<file path="config.mk">
export PLATFORM = sky130hd
export DESIGN_NAME = rom_operand_loader
export DESIGN_NICKNAME = d
export VERILOG_FILES = /design/src/rtl/ecc_rom_pkg.sv /design/src/rtl/rom_operand_loader.sv
export SDC_FILE = /design/constraint.sdc
export NUM_CORES = 1
export LEC_CHECK = 0
export CELL_PAD_IN_SITES_DETAIL_PLACEMENT = 1
export CELL_PAD_IN_SITES_GLOBAL_PLACEMENT = 2
export CORE_MARGIN = 2
export CORE_UTILIZATION = 29
export CTS_CLUSTER_DIAMETER = 100
export DETAILED_ROUTE_END_ITERATION = 8
export GPL_ROUTABILITY_DRIVEN = 0
export HOLD_SLACK_MARGIN = 0.1
export PLACE_DENSITY_LB_ADDON = 0.1
export SETUP_SLACK_MARGIN = 0.3
export SLEW_MARGIN = 20
export SYNTH_ARGS = -nofsm -noshare
export SYNTH_HDL_FRONTEND = slang
export SYNTH_SLANG_ARGS = --single-unit
</file>
<file path="constraint.sdc">
create_clock -name clk -period 2.4 [get_ports clk]
set_clock_uncertainty 0.2 [all_clocks]
set_input_delay 0.48 -clock clk [delete_from_list [all_inputs] [get_ports clk]]
set_output_delay 0.48 -clock clk [all_outputs]
set_load 0.1 [all_outputs]
</file>
<file path="src/rtl/ecc_rom_pkg.sv">
// Shared ROM-side constants and the operand loader state encoding.
package ecc_rom_pkg;

    localparam int unsigned ROM_AW = 7;
    localparam int unsigned ROM_DW = 16;
    localparam logic [ROM_AW-1:0] PARK_ADDR = 7'h7F;

    typedef enum logic [1:0] {
        IDLE,
        LOAD,
        DONE,
        ERR
    } loader_state_t;

endpackage

</file>
<file path="src/rtl/rom_operand_loader.sv">
// Burst sequencer in front of rominterface: fetches a run of ROM words and
// packs them MSW-first into one wide operand, with a per-word watchdog.
module rom_operand_loader
    import ecc_rom_pkg::*;
#(
    parameter int unsigned       MAX_WORDS = 11,
    parameter logic [ROM_AW-1:0] PARK_ADDR = ecc_rom_pkg::PARK_ADDR,
    parameter int unsigned       TIMEOUT   = 15
) (
    input  logic                        clk,
    input  logic                        rst_n,
    input  logic                        i_start,
    input  logic [ROM_AW-1:0]           i_base_addr,
    input  logic [7:0]                  i_nwords,
    output logic                        o_busy,
    output logic [ROM_DW*MAX_WORDS-1:0] o_operand,
    output logic                        o_operand_vld,
    output logic                        o_err,
    output logic                        o_rd_rom,
    output logic                        o_wr_rom,
    output logic [ROM_AW-1:0]           o_addr_rom,
    output logic [7:0]                  o_wordcnt_rom,
    input  logic                        i_word_vld,
    input  logic                        i_word_done,
    input  logic [ROM_DW-1:0]           i_word
);

    localparam int unsigned OPW = ROM_DW * MAX_WORDS;
    localparam int unsigned TW  = $clog2(TIMEOUT + 1);

    loader_state_t     r_state;
    logic [ROM_AW-1:0] r_addr;
    logic [7:0]        r_rem;
    logic [7:0]        r_wordcnt;
    logic              r_rd;
    logic [OPW-1:0]    r_operand;
    logic              r_vld;
    logic              r_err;
    logic              r_busy;
    logic [TW-1:0]     r_tcnt;

    logic [8:0]        w_end;
    logic              w_bad_args;
    logic              w_fault;

    // base + nwords > PARK is the same test as last address >= PARK, without the -1
    assign w_end      = {2'b00, i_base_addr} + {1'b0, i_nwords};
    assign w_bad_args = (i_nwords == 8'd0) || (i_nwords > 8'(MAX_WORDS))
                        || (w_end > {2'b00, PARK_ADDR});

    // Handshake mismatch on a delivered word, or the watchdog expiring
    assign w_fault = (r_state == LOAD) &&
                     (i_word_vld ? ((r_rem > 8'd1) ? i_word_done : !i_word_done)
                                 : (r_tcnt == TW'(TIMEOUT - 1)));

    always_ff @(posedge clk or negedge rst_n) begin
        if (!rst_n) begin
            r_state   <= IDLE;
            r_addr    <= PARK_ADDR;
            r_rem     <= '0;
            r_wordcnt <= '0;
            r_rd      <= 1'b0;
            r_operand <= '0;
            r_vld     <= 1'b0;
            r_err     <= 1'b0;
            r_busy    <= 1'b0;
            r_tcnt    <= '0;
        end else begin
            r_vld <= 1'b0;
            case (r_state)
                IDLE: begin
                    r_addr <= PARK_ADDR;
                    r_rd   <= 1'b0;
                    r_tcnt <= '0;
                    if (i_start) begin
                        if (w_bad_args) begin
                            r_err <= 1'b1;
                        end else begin
                            r_operand <= '0;
                            r_addr    <= i_base_addr;
                            r_rem     <= i_nwords;
                            r_wordcnt <= i_nwords;
                            r_rd      <= 1'b1;
                            r_err     <= 1'b0;
                            r_busy    <= 1'b1;
                            r_state   <= LOAD;
                        end
                    end
                end
                LOAD: begin
                    if (w_fault) begin
                        r_err     <= 1'b1;
                        r_rd      <= 1'b0;
                        r_addr    <= PARK_ADDR;
                        r_wordcnt <= '0;
                        r_busy    <= 1'b0;
                        r_tcnt    <= '0;
                        r_state   <= ERR;
                    end else if (i_word_vld) begin
                        r_operand <= {r_operand[OPW-ROM_DW-1:0], i_word};
                        r_tcnt    <= '0;
                        if (r_rem > 8'd1) begin
                            r_addr    <= r_addr + 1'b1;
                            r_rem     <= r_rem - 1'b1;
                            r_wordcnt <= r_wordcnt - 1'b1;
                        end else begin
                            r_vld   <= 1'b1;
                            r_state <= DONE;
                        end
                    end else begin
                        r_tcnt <= r_tcnt + 1'b1;
                    end
                end
                DONE: begin
                    r_rd      <= 1'b0;
                    r_addr    <= PARK_ADDR;
                    r_wordcnt <= '0;
                    r_busy    <= 1'b0;
                    r_state   <= IDLE;
                end
                ERR: begin
                    r_state <= IDLE;
                end
                default: r_state <= IDLE;
            endcase
        end
    end

    assign o_busy        = r_busy;
    assign o_operand     = r_operand;
    assign o_operand_vld = r_vld;
    assign o_err         = r_err;
    assign o_rd_rom      = r_rd;
    assign o_wr_rom      = 1'b0;
    assign o_addr_rom    = r_addr;
    assign o_wordcnt_rom = r_wordcnt;

endmodule
</file>
==> summary.md, run 1 <==
| Metric | Value |
|---|---|
| Setup crit end kind | register |
| CP arrival | 2.70 ns |
| Clock root buffer | clkbuf_16 |
| Synth Area in Adders | 2.47% |
| Syn_area_per_cell | 12.8 um2 |
| Via count of the first global-routing pass | 7356 |
| Setup slack after layout | -0.0690 ns |
| Initial DRC count | 296 |
| Max FO, Critical Path | 30 |
| Number of port buffers | 230 |
| Vias per cell | 5.05 |
| Non-Filler Instances | 1422 |
| Die H | 176 um |
| Layout Nets | 1072 |
| Hold WC Path Type | primary input to register |
| Largest net degree at the start of global routing | 73 |
| Maxcap violations | 0 |
| Post-DP HPWL | 19600 um |
| RSZ-0062 raised after global routing | yes |
| Fmax | 405 MHz |
| Total wire length | 29000 um |
| First-pass GRT wire length | 42900 um |
| Slew Viols, Final | 0 |
| P_leak | 6.60 nW |
| CTS tree | built |
| Row count | 63 |
| Final instance area | 13500 um2 |
| Initial antenna violation count | 0 |
| Status | complete, but fails checks |
| Total CTS buffers | 25 |
| Commonest non-fill, non-tap cell in the layout | buf_4 |
| Pre-CTS WS | -0.890 ns |
| Clock sink total | 209 |
| EDFF count, synth | 0 |
| Most used DFF post-synth | dfrtp_1 |
| Final hold violation count | 0 |
| Area after DPL | 11600 um2 |
| Ant diodes | 0 |
| Htree depth | 1 |
| Antenna viol nets, final | 0 |
| Worst-path clk slew | 0.06 ns |
| Most frequent cells in the layout | buf_4, dfrtp_1, a22o_1, clkbuf_16, nor2_1 |
| Grt total ovfl | 0 |
| Ports | 232 |
| Post-synthesis mux area share | 0.610% |
| Setup violators final | 156 |
| Tmin final | 2.47 ns |
| Largest family of logic cells by synthesized area | compound AO/OA/AOI/OAI gates |
| Layout cell share with drive strength beyond 1 | 43.7% |
| Die ar. | 31100 um2 |
| Syn Inst Count | 673 |
| Synth Warn # | 0 |
| Synthesis-stage register bit count | 209 |
| Routed via count | 7178 |
| R2R Setup Slk | -0.07 ns |
| Synth cell types | 61 |
| Core Footprint | 29500 um2 |
| Peak supply drop | 0.828 mV |
| Max clock buf depth | 3 |
| Syn nets | 726 |
| Setup CP Type | register to register |
| Async set-reset flop share out of synthesis | 100% |
| Post-Synth XOR/XNOR Area | 0.406% |
| Dpl cells | 1335 |
| Simple-gate share of the synthesized area | 6.10% |
| Area Growth Syn to Fin | 56.2% |
| CP Launch Type | register |
| Failing checks | negative setup slack |
| Post-synthesis sequential area ratio | 60.8% |
| Skew-Pair Late Insertion Delay | 0.50 ns |
| Wire length per cell | 20.4 um |
| Period utilisation layout | 103% |
| Crit path required time | 2.63 ns |
| Max-slew headroom | 59.4% |
| Residual DRC | 0 |
| Synth Area in Compound Gates | 25.4% |
| Die width | 176 um |
| Power Dens Cells | 1250 nW/um2 |
| Setup_tns | -4.04 ns |
| Mapped Area | 8620 um2 |
| Initial DRT Pass Iterations | 4 |
| GR Util All Layers | 17.3% |
| Initial Util | 29.2% |
| Worst-Margin Slew | 0.609 ns |
[cell usage after synthesis (7+ instances only)]
| master | instances | area (um2) |
|---|---|---|
| a22o_1 | 176 | 1540 |
| nand2_1 | 18 | 67.6 |
| nand3_1 | 14 | 70.1 |
| dfstp_2 | 7 | 184 |
| buf_2 | 16 | 80.1 |
| dfrtp_1 | 202 | 5050 |
| a21oi_1 | 7 | 35.0 |
| o21ai_0 | 16 | 80.1 |
| clkbuf_1 | 21 | 78.8 |
| nor2_1 | 23 | 86.3 |
| ha_1 | 17 | 213 |
| buf_6 | 9 | 101 |
| a211oi_1 | 12 | 90.1 |
| inv_1 | 18 | 67.6 |
| o31ai_1 | 7 | 52.6 |
| nor3_1 | 16 | 80.1 |
[sequential cells by signal, summed over array words and instances, names as in the netlist]
name	count
r_tcnt	4
r_rem	8
o_wordcnt_rom	8
o_operand_vld	1
o_operand	176
r_state	2
o_busy	1
o_addr_rom	7
o_rd_rom	1
o_err	1
[report_power, final]
group / internal (mW) / leakage [nW] / total (mW) / switching [mW]
clock network: 1.99 / 0.367 / 3.41 / 1.42
logic: 3.49 / 3.37 / 9.05 / 5.56
registers: 3.98 / 2.86 / 4.41 / 0.428
[through the flow]
step | hold slack (ns) | power (mW) | util, %
final | 0.240 | 16.9 | 45.7
after global routing | 0.258 | 17.7 | 45.7
after CTS | 0.294 | 15.7 | 43.3
after detailed placement | 0.284 | 11.4 | 39.4
after global placement | 0.285 | 11.3 | 39.4
after floorplan | -0.0156 | 9.15 | -
[routing by layer]
metal / global-route usage (%) / up-vias / wire [um]
li1: - / 3309 / -
met3: 3.62 / 26 / 1470
met1: 25.0 / 3653 / 13700
met5: 0 / - / 0
met4: 2.89 / 0 / 317
met2: 27.1 / 190 / 13500
[cells by family (layout without fill, tap and decap cells)]
kind of cell	count (synthesis)	in the layout
compound gates	264	264
xor+xnor	4	4
mux	5	5
buf+inv	70	429
fa+ha+maj	17	17
other cells	1	1
simple gates	103	103
flops	209	209
[final cells by class]
| class | instances | area [um2] |
|---|---|---|
| Clock buffer | 32 | 682 |
| Clock inverter | 8 | 51.3 |
| Fill cell | 3109 | 16000 |
| Inverter | 19 | 71.3 |
| Multi-Input combinational cell | 394 | 3460 |
| Sequential cell | 209 | 5240 |
| Tap cell | 390 | 488 |
| Timing Repair Buffer | 370 | 3470 |
[critical path, cell delays in order, from the launching register on]
cell	delay [ns]
dfrtp_1	0.37
or3_4	0.42
o31ai_4	0.28
buf_4	0.15
nand4_1	0.20
nor2_4	0.21
buf_12	0.21
buf_16	0.19
a22o_1	0.16
[path summary, 6_finish.rpt]
path                                      startpoint  depth (start not counted)                    endpoint
setup / recovery                r_rem[4]$_DFFE_PN0P_                          8   o_operand[66]$_DFFE_PN0P_
hold / removal                        i_base_addr[3]                          4   o_addr_rom[3]$_DFFE_PN1P_
setup reg to reg                r_rem[4]$_DFFE_PN0P_                          8   o_operand[66]$_DFFE_PN0P_
hold reg to reg            o_addr_rom[5]$_DFFE_PN1P_                          2   o_addr_rom[5]$_DFFE_PN1P_
max in group asynchronous                      rst_n                          3  o_operand[166]$_DFFE_PN0P_
min in group asynchronous                      rst_n                          2  o_operand[160]$_DFFE_PN0P_
[repair_timing]
item / 4_1_cts / 5_1_grt
gates resized for setup: 58 / 89
pin swaps: 33 / 29
hold buffers: 1 / 0
buffers inserted: 14 / 19
endpoints found under the setup margin: 204 / 204
endpoints found under the hold margin: 58 / 0
gates cloned: 5 / 8
Note: power is estimated with default switching activity, not from simulation.
==> inputs of run 2 (changes only) <==
--- a/config.mk
+++ b/config.mk
@@ -9,12 +9,13 @@
 export CELL_PAD_IN_SITES_GLOBAL_PLACEMENT = 2
 export CORE_MARGIN = 2
 export CORE_UTILIZATION = 29
-export CTS_CLUSTER_DIAMETER = 100
+export CTS_CLUSTER_DIAMETER = 200
 export DETAILED_ROUTE_END_ITERATION = 8
 export GPL_ROUTABILITY_DRIVEN = 0
 export HOLD_SLACK_MARGIN = 0.1
-export PLACE_DENSITY_LB_ADDON = 0.1
+export PLACE_DENSITY = 0.83
 export SETUP_SLACK_MARGIN = 0.3
+export SKIP_LAST_GASP = 1
 export SLEW_MARGIN = 20
 export SYNTH_ARGS = -nofsm -noshare
 export SYNTH_HDL_FRONTEND = slang
==> run 2 against run 1 <==
The flow still finishes with violations (negative setup slack); cell count up 2.4%; critical path depth up 2; sequential share of layout area down 1.6 points; flip-flop and latch count unchanged; non-clock buffer count up 32; final area up 4.2%; fmax down 3.7%; wire length up 5.7%; register-to-register slack worse by 0.09 ns; setup slack worse by 0.095 ns; critical endpoint is now o_operand[175]$_DFFE_PN0P_; largest cell class unchanged; largest power group unchanged; highest routed layer unchanged.
==> summary.md, run 2 (same netlist as run 1, synthesis figures left out) <==
| Metric | Value |
|---|---|
| Fmax | 390 MHz (-3.7%) |
| Max FO, Critical Path | 6 (-80%) |
| CP Launch Type | register |
| Hold WC Path Type | primary input to register |
| Final hold slack | 0.218 ns (-0.0219 ns) |
| Skew-Pair Late Insertion Delay | 0.52 ns (+0.02 ns) |
| Internal power | 10.0 mW (+6.2%) |
| Setup violators final | 177 (+13%) |
| GR Util All Layers | 19.1% (+1.8 points) |
| Wire length per cell | 21.0 um (+3.2%) |
| Residual DRC | 0 (unchanged) |
| Fin util | 47.6% (+1.9 points) |
| Slew Viols, Final | 0 (unchanged) |
| Layout cell share with drive strength beyond 1 | 46.1% (+2.4 points) |
| Tmin final | 2.56 ns (+0.0949 ns) |
| Failing checks | negative setup slack |
| Clk pwr share | 20.5% (+0.3 points) |
| Worst-path clk slew | 0.07 ns (about the same) |
| Largest net degree at the start of global routing | 67 (-8.2%) |
| NetSw | 7.60 mW (+2.6%) |
| Number of port buffers | 230 (unchanged) |
| Die ar. | 31100 um2 (unchanged) |
| CP arrival | 2.82 ns (+0.12 ns) |
| Total CTS buffers | 24 (-4.0%) |
| Grt total ovfl | 0 (unchanged) |
| Initial DRT Pass Iterations | 4 (unchanged) |
| Gate power share | 54.4% (+0.7 points) |
| Die H | 176 um (unchanged) |
| Routed via count | 7477 (+4.2%) |
| Dpl cells | 1339 (+0.30%) |
| Htree depth | 1 (unchanged) |
| Setup slack after layout | -0.164 ns (-0.0949 ns) |
| Ant diodes | 0 (unchanged) |
| Sequential power share | 25.1% (-1.0 points) |
| Setup CP Type | register to register |
| Setup crit end kind | register |
| Final instance area | 14000 um2 (+4.2%) |
| Initial DRC count | 327 (+10%) |
| Die width | 176 um (unchanged) |
| Crit path required time | 2.65 ns (+0.02 ns) |
| Total wire length | 30600 um (+5.7%) |
| Tot Pwr | 17.6 mW (+4.6%) |
| First-pass GRT wire length | 47100 um (+9.7%) |
| Layout Nets | 1103 (+2.9%) |
| Ports | 232 (unchanged) |
| Pre-CTS WS | -0.873 ns (+0.0169 ns) |
| Via count of the first global-routing pass | 7959 (+8.2%) |
| Initial Util | 29.2% (unchanged) |
| P_leak | 6.84 nW (+3.7%) |
| Number of flip-flops under the largest register name | 176 (unchanged) |
| Row count | 63 (unchanged) |
| Initial antenna violation count | 0 (unchanged) |
| Clock root buffer | clkbuf_16 |
| Antenna viol nets, final | 0 (unchanged) |
| Final hold violation count | 0 (unchanged) |
| Setup_tns | -18.07 ns (-14.04 ns) |
| Power Dens Cells | 1260 nW/um2 (+0.40%) |
| Peak supply drop | 0.931 mV (+12%) |
| Status | complete, but fails checks |
| RSZ-0062 raised after global routing | yes |
| Post-DP HPWL | 18900 um (-3.2%) |
| Max clock buf depth | 3 (unchanged) |
| Area after DPL | 11600 um2 (about the same) |
| Most frequent cells in the layout | buf_4, dfrtp_1, a22o_1, buf_6 |
| Vias per cell | 5.14 (+1.7%) |
| Commonest non-fill, non-tap cell in the layout | buf_4 |
| Clock sink total | 209 (unchanged) |
| Maxcap violations | 0 (unchanged) |
| Core Footprint | 29500 um2 (unchanged) |
| Area Growth Syn to Fin | 62.8% |
| Period utilisation layout | 107% (+4.0 points) |
| Switching Share | 43.1% (-0.86 points) |
| Non-Filler Instances | 1456 (+2.4%) |
| CTS tree | built |
==> run 2: path summary, 6_finish.rpt <==
kind                                            start                           end  slack [ns]  depth (start not counted)
setup / recovery                 r_rem[2]$_DFFE_PN0P_    o_operand[175]$_DFFE_PN0P_       -0.16                         10
hold / removal                         i_base_addr[6]     o_addr_rom[6]$_DFFE_PN1P_        0.22                          4
setup reg to reg                 r_rem[2]$_DFFE_PN0P_    o_operand[175]$_DFFE_PN0P_       -0.16                         10
hold reg to reg            o_operand[164]$_DFFE_PN0P_    o_operand[164]$_DFFE_PN0P_        0.31                          1
max in group asynchronous                       rst_n     o_operand[66]$_DFFE_PN0P_        1.00                          3
min in group asynchronous                       rst_n  o_wordcnt_rom[5]$_DFFE_PN0P_        0.29                          2
==> run 2: per-layer routing <==
layer | vias up | track usage, % | part of all wire, % | routed length [um]
met1 | 3833 | 25.7 | 43 | 13300
met4 | 0 | 6.27 | 3.4 | 1030
met3 | 62 | 2.76 | 4.5 | 1380
li1 | 3365 | - | - | -
met5 | - | 0 | 0 | 0
met2 | 217 | 31.6 | 49 | 14900
==> run 2: area by class of cell <==
cell class / instances / area [um2]
clock inverter: 12 / 123
clock buffer: 30 / 644
multi-input combinational: 394 / 3470
inverter: 19 / 71.3
timing repair buffer: 402 / 4000
sequential: 209 / 5240
fill: 3066 / 15400
tap: 390 / 488
==> run 2: what timing repair did <==
action | in CTS | in global routing
setup endpoints to repair | 205 | 205
pin swaps | 49 | 71
hold endpoints to repair | 81 | 0
hold buffers | 1 | 0
setup buffers | 41 | 12
gates resized for setup | 130 | 49
gates cloned | 17 | 4
==> run 2: power groups by stage <==
stage	Clock [mW]	Sequential, mW	Combinational (mW)
floorplan	0	6.53	2.62
global placement	0	4.43	6.79
detailed placement	0	4.44	6.91
CTS	3.68	4.40	8.89
global route	3.86	4.47	10.1
finish	3.62	4.42	9.61
==> run 2: critical path, cell delays in order, from the launching register on <==
cell,delay (ns)
dfrtp_1,0.39
or3_4,0.42
o31ai_4,0.29
buf_4,0.16
nand4_1,0.17
nor2_4,0.24
buf_12,0.13
buf_16,0.11
buf_12,0.13
clkbuf_16,0.14
a22o_1,0.11
==> RTL change 1, RTL diff (settings of run 2) <==
The package constant `ROM_DW` goes from 16 to 24.
--- a/src/rtl/ecc_rom_pkg.sv
+++ b/src/rtl/ecc_rom_pkg.sv
@@ -2,7 +2,7 @@
 package ecc_rom_pkg;
 
     localparam int unsigned ROM_AW = 7;
-    localparam int unsigned ROM_DW = 16;
+    localparam int unsigned ROM_DW = 24;
     localparam logic [ROM_AW-1:0] PARK_ADDR = 7'h7F;
 
     typedef enum logic [1:0] {
Ports: changed (resized i_word and o_operand); port bits go from 232 to 328. No check against the original RTL was run, so the function may have changed too.
==> RTL change 1 against run 2 <==
The flow still finishes with violations (negative setup slack). Routed wire length grew 29%. Sequential cell count increased by 88. Worst setup slack better by 0.080 ns. Design area increased by 24%. Area after synthesis grew 34%. Total power is 14% higher. First-iteration DRC count increased by 3.1%. Highest routed layer unchanged.
==> RTL change 1: results (changes against run 2) <==
RR Startpoint: r_rem[0] (was r_rem[2])
postcts setup bufs: 12 (was 41)
DP Wirelength: 27.5 mm (was 18.9 mm)
Final WS setup: -0.0837 ns (was -0.164 ns)
sequential cell area fraction in the yosys report: 0.643 (was 0.608)
core area: 39,500 um^2 (was 29,500 um^2)
clk_buf instances: 45 (was 30)
CP max FO: 16 (was 6)
WHS Endpoint: o_addr_rom[1] (was o_addr_rom[6])
status: finished with violations (unchanged)
Signal buffers: 465 (was 402)
Area after DPL: 15,600 um^2 (was 11,600 um^2)
failing checks: negative setup slack (unchanged)
CTS sink count: 297 (was 209)
Mean Syn Cell Area: 13.4 um^2 (was 12.8 um^2)
Crit-path slowest cell: dfrtp_2 (was or3_4)
VDD IR max: 0.000922 V (was 0.000931 V)
fin cells: 1,845 (was 1,456)
pre-CTS WS: -0.727 ns (was -0.873 ns)
CP top delay family: compound AO/OA/AOI/OAI gates (was simple AND/OR/NAND/NOR gates)
Hold Slack: 0.207 ns (was 0.218 ns)
count of multi-input gates: 478 (was 394)
Post-Synth XOR/XNOR Area: 0.00303 (was 0.00406)
synth top area cells: dfrtp_1, a22o_1, buf_2, ha_1, dfstp_2 (was dfrtp_1, a22o_1, ha_1, dfstp_2, buf_6)
HP Start: i_base_addr[1] (was i_base_addr[6])
met2 Use GR: 0.295 (was 0.316)
Synth top cells by count: dfrtp_1, a22o_1, buf_2, nor2_1, nand2_1 (was dfrtp_1, a22o_1, nor2_1, clkbuf_1)
final setup fails: 208 (was 177)
met2 wire len: 18.9 mm (was 14.9 mm)
Placed Cells: 1,745 (was 1,339)
GRT Total Usage: 0.184 (was 0.191)
post_cts resized: 13 (was 130)
wire length on met1: 17.1 mm (was 13.3 mm)
multi-input logic area: 3910 um^2 (was 3470 um^2)
Num CTS Buffers: 35 (was 24)
Distinct cells, synth: 59 (was 61)
RTL change 1: changes by cell type after synthesis, sizes merged, moves of 5 or more:
cell,before,now
nand2,18,24
a22o,176,264
nand3,14,8
dfrtp,202,290
nor3,17,11
a211oi,12,4
o21ai,18,27
buf,29,53
nor4,4,9
a21oi,7,23
RTL change 1: power breakdown:
part | total, mW | internal (mW) | switching (mW)
sequential | 6.08 | 5.54 | 0.533
combinational | 8.94 | 3.04 | 5.90
clock | 5.08 | 2.96 | 2.12
total | 20.1 | 11.5 | 8.55
RTL change 1: how the worst max path moves through the flow:
stage,start,to,slack [ns]
2_1_floorplan,i_base_addr[6],o_operand[100],0.09
3_3_place_gp,i_nwords[1],o_operand[203],-0.67
3_5_place_dp,i_base_addr[6],o_operand[16],-0.73
4_1_cts,i_base_addr[5],o_operand[186],-0.11
5_1_grt,r_rem[4],r_rem[5],-0.16
6_report,r_rem[0],o_operand[120],-0.08
==> RTL change 2, RTL diff (config.mk and constraints of run 2) <==
Without the edit above. Put one more register stage on the output `o_wordcnt_rom`, with the module's reset. The value now appears one clock later. The other outputs are not delayed to match.
--- a/src/rtl/rom_operand_loader.sv
+++ b/src/rtl/rom_operand_loader.sv
@@ -133,6 +133,12 @@
     assign o_rd_rom      = r_rd;
     assign o_wr_rom      = 1'b0;
     assign o_addr_rom    = r_addr;
-    assign o_wordcnt_rom = r_wordcnt;
+    always_ff @(posedge clk or negedge rst_n) begin
+        if (!rst_n) begin
+            o_wordcnt_rom <= '0;
+        end else begin
+            o_wordcnt_rom <= r_wordcnt;
+        end
+    end
 
 endmodule
Formal check against the unedited RTL: not equivalent (a bounded check fails within 4 cycles, from zero or initial values and one cycle with rst_n low).
==> RTL change 2 against run 2 <==
The run still ends with negative setup slack left. Total power is 5.7% lower. First-iteration DRC count is 12% higher. Fmax is 4.7% higher. Count of clock-buffer cells in the layout is 1 higher. Sequential cell count is 8 higher. Routed wire length is 3.4% lower. Worst setup slack better by 0.12 ns. Design area is 3.6% lower. Area after synthesis is 2.0% higher. Critical endpoint is now o_operand[144].
==> RTL change 2: results (changes against run 2) <==
CTS Hold Buffers Added: 2 (was 1)
drt pass-1 iters: 4 (unchanged)
Mean Syn Cell Area: 12.8 um^2 (about the same)
met1 Use GR: 0.239 (was 0.257)
Worst R2R Path Depth: 9 (was 10)
design area: 13,500 um^2 (was 14,000 um^2)
post_cts resized: 59 (was 130)
CP peak stage delay: 0.39 ns (was 0.42 ns)
Synth top cells by count: dfrtp_1, a22o_1, a21oi_1, nor2_1, o21ai_0 (was dfrtp_1, a22o_1, nor2_1, clkbuf_1)
initial antenna violation count: 0 (unchanged)
sequential cell area fraction in the yosys report: 0.619 (was 0.608)
clock power share: 0.248 (was 0.205)
WHS Endpoint: r_wordcnt[6] (was o_addr_rom[6])
met2 Use GR: 0.292 (was 0.316)
fin cells: 1,420 (was 1,456)
Hold WC Path Type: primary input to flop (unchanged)
fin nets: 1,064 (was 1,103)
CP arrival: 2.66 ns (was 2.82 ns)
Net Sw Frac: 0.410 (was 0.431)
postcts setup bufs: 8 (was 41)
failing checks: negative setup slack (unchanged)
status: finished with violations (unchanged)
vias: 7,196 (was 7,477)
HP Start: i_nwords[6] (was i_base_addr[6])
First DRT Iteration DRCs: 366 (was 327)
CP endpoint: o_operand[144] (was o_operand[175])
VDD IR max: 0.000748 V (was 0.000931 V)
Int Pwr: 9.82 mW (was 10.0 mW)
DP Wirelength: 18.8 mm (was 18.9 mm)
Num CTS Buffers: 25 (was 24)
vias in the first global route: 7,384 (was 7,959)
P_leak: 6.66 nW (was 6.84 nW)
Layout fillers: 3,094 (was 3,066)
Root Driver: clkbuf_16 (unchanged)
pre-CTS WS: -0.769 ns (was -0.873 ns)
Final WS setup: -0.0480 ns (was -0.164 ns)
final setup fails: 77 (was 177)
Sequential Power: 4.54 mW (was 4.42 mW)
largest net degree at the start of global routing: 58 (was 67)
Hold Slack: 0.137 ns (was 0.218 ns)
WL final: 29.6 mm (was 30.6 mm)
GRT Total Usage: 0.178 (was 0.191)
RR Startpoint: r_rem[3] (was r_rem[2])
GR Util met3: 0.0322 (was 0.0276)
synth top area cells: dfrtp_1, a22o_1, ha_1, dfstp_2, buf_6 (unchanged)
Area after DPL: 11,600 um^2 (about the same)
CP max FO: 8 (was 6)
setup_tns: -1.52 ns (was -18.07 ns)
first-pass GRT wire length: 44.1 mm (was 47.1 mm)
RTL change 2: kinds of logic (layout without fill, tap and decap cells):
| kind of cell | after synthesis | after routing | synth area share |
|---|---|---|---|
| other cells | 1 | 1 | 0.000427 |
| fa+ha+maj | 17 | 17 | 0.0242 |
| xor+xnor | 3 | 3 | 0.00299 |
| buf+inv | 69 | 413 | 0.0443 |
| flops | 217 | 217 | 0.619 |
| simple gates | 103 | 103 | 0.0622 |
| mux | 1 | 1 | 0.00128 |
| compound gates | 275 | 275 | 0.246 |
RTL change 2: layer usage:
| metal | wire length, um | up-vias |
|---|---|---|
| met5 | 0 | - |
| met4 | 852 | 0 |
| met3 | 1390 | 42 |
| met2 | 14300 | 176 |
| met1 | 13000 | 3700 |
| li1 | - | 3278 |
RTL change 2: final cells by class:
class,instances,area share
repair buffers,353,0.252
flip-flops and latches,217,0.402
clock buffers,31,0.0509
inverters,14,0.00389
multi-input cells,400,0.239
well taps,390,0.0361
clock inverters,15,0.0161
